**config.mk**
```make
export PLATFORM = sky130hd
export DESIGN_NAME = sequence_lock
export DESIGN_NICKNAME = d
export VERILOG_FILES = /design/src/rtl/sequence_lock.sv
export SDC_FILE = /design/constraint.sdc
export NUM_CORES = 1
export LEC_CHECK = 0
export ABC_CLOCK_PERIOD_IN_PS = 3830
export BUFFER_PORTS_ARGS = -buffer_cell sky130_fd_sc_hd__buf_2
export CAP_MARGIN = 40
export CORE_ASPECT_RATIO = 1.25
export CORE_UTILIZATION = 50
export CTS_CLUSTER_SIZE = 14
export DETAILED_ROUTE_END_ITERATION = 12
export PLACE_DENSITY = 0.67
export SYNTH_ARGS = -nofsm -noshare
export SYNTH_HDL_FRONTEND = slang
export SYNTH_SLANG_ARGS = --single-unit
```
**constraint.sdc**
```tcl
create_clock -name clk -period 3.83 [get_ports clk]
set_input_delay 0.9575 -clock clk [delete_from_list [all_inputs] [get_ports clk]]
set_output_delay 0.9575 -clock clk [all_outputs]
set_load 0.005 [all_outputs]
```
**src/rtl/sequence_lock.sv**
```systemverilog
// Four-digit hex combination lock with open timeout, failed-entry alarm
// and in-place reprogramming of the combination while open.
module sequence_lock #(
  parameter logic [15:0] CODE_RESET   = 16'h1234,
  parameter int          MAX_FAIL     = 3,
  parameter int          OPEN_CYCLES  = 1000,
  parameter int          ALARM_CYCLES = 2000
) (
  input  logic       clk,
  input  logic       rst,
  input  logic [4:0] key,
  input  logic       strobe,
  output logic       unlock,
  output logic       alarm,
  output logic [2:0] digit_cnt,
  output logic [2:0] fail_cnt
);

  localparam int TMAX = (OPEN_CYCLES > ALARM_CYCLES) ?
                        OPEN_CYCLES : ALARM_CYCLES;
  localparam int TW = $clog2(TMAX + 1);
  localparam logic [TW-1:0] T_OPEN  = TW'(OPEN_CYCLES);
  localparam logic [TW-1:0] T_ALARM = TW'(ALARM_CYCLES);
  localparam logic [TW-1:0] T_ONE   = TW'(1);
  localparam logic [2:0]    F_MAX   = 3'(MAX_FAIL);

  typedef enum logic [1:0] {
    LOCKED,
    OPEN,
    ALARM
  } state_t;

  state_t        state_q, state_n;
  logic [15:0]   combo_q, combo_n;
  logic [15:0]   entry_q, entry_n;
  logic [2:0]    cnt_q, cnt_n;
  logic          ovf_q, ovf_n;
  logic [2:0]    fail_q, fail_n;
  logic [TW-1:0] timer_q, timer_n;
  logic          unlock_n, alarm_n;

  logic       is_digit, is_enter;
  logic       full;
  logic [2:0] fail_inc;

  assign is_digit = strobe && !key[4];
  assign is_enter = strobe && (key == 5'd16);
  assign full     = (cnt_q == 3'd4);
  assign fail_inc = fail_q + 3'd1;

  always_ff @(posedge clk or negedge rst) begin
    if (!rst) begin
      state_q   <= LOCKED;
      combo_q   <= CODE_RESET;
      entry_q   <= '0;
      cnt_q     <= '0;
      ovf_q     <= 1'b0;
      fail_q    <= '0;
      timer_q   <= '0;
      unlock    <= 1'b0;
      alarm     <= 1'b0;
    end else begin
      state_q   <= state_n;
      combo_q   <= combo_n;
      entry_q   <= entry_n;
      cnt_q     <= cnt_n;
      ovf_q     <= ovf_n;
      fail_q    <= fail_n;
      timer_q   <= timer_n;
      unlock    <= unlock_n;
      alarm     <= alarm_n;
    end
  end

  always_comb begin
    state_n = state_q;
    combo_n = combo_q;
    entry_n = entry_q;
    cnt_n   = cnt_q;
    ovf_n   = ovf_q;
    fail_n  = fail_q;
    timer_n = timer_q;

    // Digit accumulation is shared by LOCKED and OPEN
    if (is_digit && state_q != ALARM) begin
      if (full) begin
        ovf_n = 1'b1;
      end else begin
        entry_n = {entry_q[11:0], key[3:0]};
        cnt_n   = cnt_q + 3'd1;
      end
    end

    unique case (state_q)
      LOCKED: begin
        if (is_enter) begin
          entry_n = '0;
          cnt_n   = '0;
          ovf_n   = 1'b0;
          if (full && !ovf_q && entry_q == combo_q) begin
            state_n = OPEN;
            fail_n  = '0;
            timer_n = T_OPEN;
          end else if (fail_inc >= F_MAX) begin
            state_n = ALARM;
            fail_n  = F_MAX;
            timer_n = T_ALARM;
          end else begin
            fail_n  = fail_inc;
          end
        end
      end
      OPEN: begin
        if (is_digit || is_enter) begin
          timer_n = T_OPEN;
          if (is_enter) begin
            entry_n = '0;
            cnt_n   = '0;
            ovf_n   = 1'b0;
            state_n = LOCKED;
            timer_n = '0;
            if (full && !ovf_q)
              combo_n = entry_q;
          end
        end else if (timer_q <= T_ONE) begin
          state_n = LOCKED;
          entry_n = '0;
          cnt_n   = '0;
          ovf_n   = 1'b0;
          timer_n = '0;
        end else begin
          timer_n = timer_q - T_ONE;
        end
      end
      ALARM: begin
        cnt_n = '0;
        if (timer_q <= T_ONE) begin
          state_n = LOCKED;
          fail_n  = '0;
          timer_n = '0;
        end else begin
          timer_n = timer_q - T_ONE;
        end
      end
      default: state_n = LOCKED;
    endcase

    unlock_n = (state_n == OPEN);
    alarm_n  = (state_n == ALARM);
  end

  assign digit_cnt = cnt_q;
  assign fail_cnt  = fail_q;

endmodule
```
==> results.toml <==
[synth]
ys_seq_elements = 54
synth_area_mm2 = 0.00287
synth-edff-count = 0
ys_seq_area_frac = 0.472
netlist.area_leader.share = 0.427
syn_inst = 289
ys.flop_type = "dfrtp_1"
synthTopCellsByArea = "dfrtp_1, mux2_2, nand2_1, dfstp_2, ha_1"
synth.avg_cell_area_um2 = 9.94
netlist_top_cells_count = "dfrtp_1, nand2_1, a21oi_1, nor2_1, mux2_2"
ys_types = 48
syn_nets = 307
synth_most_common_cell = "dfrtp_1"
synth_area_leader_cell = "dfrtp_1"
synthArstFlopShare = 1.00
ys_warn_count = 0

[sta]
hold_viol_final = 0
period_needed_ns = 2.99
fin_ws_ns = 0.838
fin_tns_setup_ns = 0
fin_worst_skew_ns = 0.00786
fin_hold_ws_ns = 0.500
finalMaxSlewViolations = 0
grt_setup_unrepaired = "no"
fmax_ghz = 0.334
relSlewSlack = 0.428
finalSetupViolCount = 0
fin_crit_sh = 0.781
worst_slew_pin_slew_ns = 0.859

[cells_and_area]
finalNonFillerCells = 368
stdcell_area_mm2 = 0.00310
drive_gt1_frac = 0.178
nets = 321
insertedDiodeCount = 0
syn2layout_area_growth_pct = 7.92
final_util = 0.566

[power]
p_leak_nw = 1.42
vdd_ir_drop_max_v = 0.000320
power_density_mw_per_mm2 = 586
power_mw = 1.82

[setup_path]
start_kind = "primary input"
arrival_ns = 3.19
required_ns = 4.03
cp-end-kind = "register"
critPathMaxFanout = 18
critical_path_class = "primary input to register"
reg2reg_slack_ns = 1.11

[detailed_routing]
wl_per_cell_um = 15.5
viasPerCell = 5.78
drt_iter0_drc = 105
num_vias = 2127
drtAntennaViolNets = 0
first_pass_iters = 4
wirelength_mm = 5.70
drc = 0

[grt]
grt_pass1_vias = 2157
antenna_found_initial = 0
grt_overflow = 0
grt_max_degree = 31
grt_pass1_wl_mm = 9.81
grt_use_total = 0.204

[floorplanning]
dieHeight_um = 86.8
ios = 16
design.die.area_mm2 = 0.00606
die_width_um = 69.8
rows = 30
core_mm2 = 0.00548
start_util = 0.524

[clocking]
cts_tree = "done"
clkSinkCount = 54
clockBufferDepth = 2
root_buffer = "clkbuf_8"
cts_resized = 0
cts_buffers = 5
clock_latency_ns = 0.31
hold_buffers = 0
postCtsSetupRepairBufs = 0
clk_pin_slew_ns = 0.10
cts_htree_levels = 2

[placed_design]
dp.cells = 360
port_buffers = 15
place_ws_ns = 0.556
dpl_cell_area_mm2 = 0.00300
dp_hpwl_mm = 4.04
gp_congestion = 0.822

[worst_hold_path]
hp-class = "register to register"

[outcome]
status = "complete, no violations"

[run]
cap_violations = 0
path summary, 6_finish.rpt:
kind	start	to	depth (start not counted)
hold reg to reg	ovf_q	ovf_q	2
setup reg to reg	state_q[1]	timer_q[2]	7
max in group asynchronous	rst	combo_q[4]	2
setup / recovery	key[2]	timer_q[2]	7
min in group asynchronous	rst	combo_q[10]	1
hold / removal	ovf_q	ovf_q	2
registers in the layout, indices dropped and copies added, names as in the netlist:
name	cells
unlock	1
fail_cnt	3
state_q	2
combo_q	16
timer_q	11
ovf_q	1
alarm	1
digit_cnt	3
entry_q	16
logic make-up (layout without fill, tap and decap cells):
| kind of cell | after synthesis | in the layout | synth area share |
|---|---|---|---|
| adders and majority gates | 10 | 10 | 0.0435 |
| DFF | 54 | 54 | 0.472 |
| buffers and inverters | 21 | 36 | 0.0313 |
| AOI/OAI and AO/OA | 65 | 65 | 0.155 |
| and+or+nand+nor | 105 | 105 | 0.180 |
| xor gates and xnor gates | 18 | 18 | 0.0549 |
| muxes | 16 | 16 | 0.0627 |
critical path, cell delays in order:
cell	delay (ns)
buf_2	0.10
nor2_1	0.39
nand3_4	0.17
or4b_1	0.67
o221ai_4	0.50
o41ai_1	0.16
a32o_1	0.23
cell type report:
type / instances / area, um^2
flip-flops and latches: 54 / 1360
well taps: 64 / 80.1
clock buffers: 6 / 82.6
inverters: 10 / 37.5
fillers: 504 / 2380
repair buffers: 18 / 97.6
multi-input cells: 214 / 1430
clock inverters: 2 / 20.0
power by group:
| part | leakage [nW] | internal, mW | switching [mW] |
|---|---|---|---|
| Combinational | 0.657 | 0.266 | 0.343 |
| Clock | 0.0537 | 0.154 | 0.196 |
| Sequential | 0.707 | 0.711 | 0.148 |
| Total | 1.42 | 1.13 | 0.688 |
cells in the final DEF, fill, tap and decap left out, types with 3 or more instances in the layout:
cell type,count
o21ai_0,8
nor3_1,9
mux2_2,16
buf_2,15
o41ai_1,5
nand2b_1,4
inv_1,10
buf_4,3
nand2_1,45
o31ai_1,3
nor2_1,17
xnor2_1,11
dfstp_2,5
or3_1,3
a22o_1,7
ha_1,10
nor4_1,3
dfrtp_1,49
a21oi_1,21
nand4_1,5
xor2_1,7
o21ai_1,6
clkbuf_8,6
nand3_1,4
nor3b_1,3
metal layers:
layer / vias to the layer above / share of wire / global-route usage
li1: 1058 / - / -
met1: 1034 / 0.46 / 0.248
met2: 27 / 0.51 / 0.373
met3: 8 / 0.019 / 0.0256
met4: 0 / 0.015 / 0.0655
met5: - / 0 / 0
No activity file was read; power rests on OpenSTA's default activity.
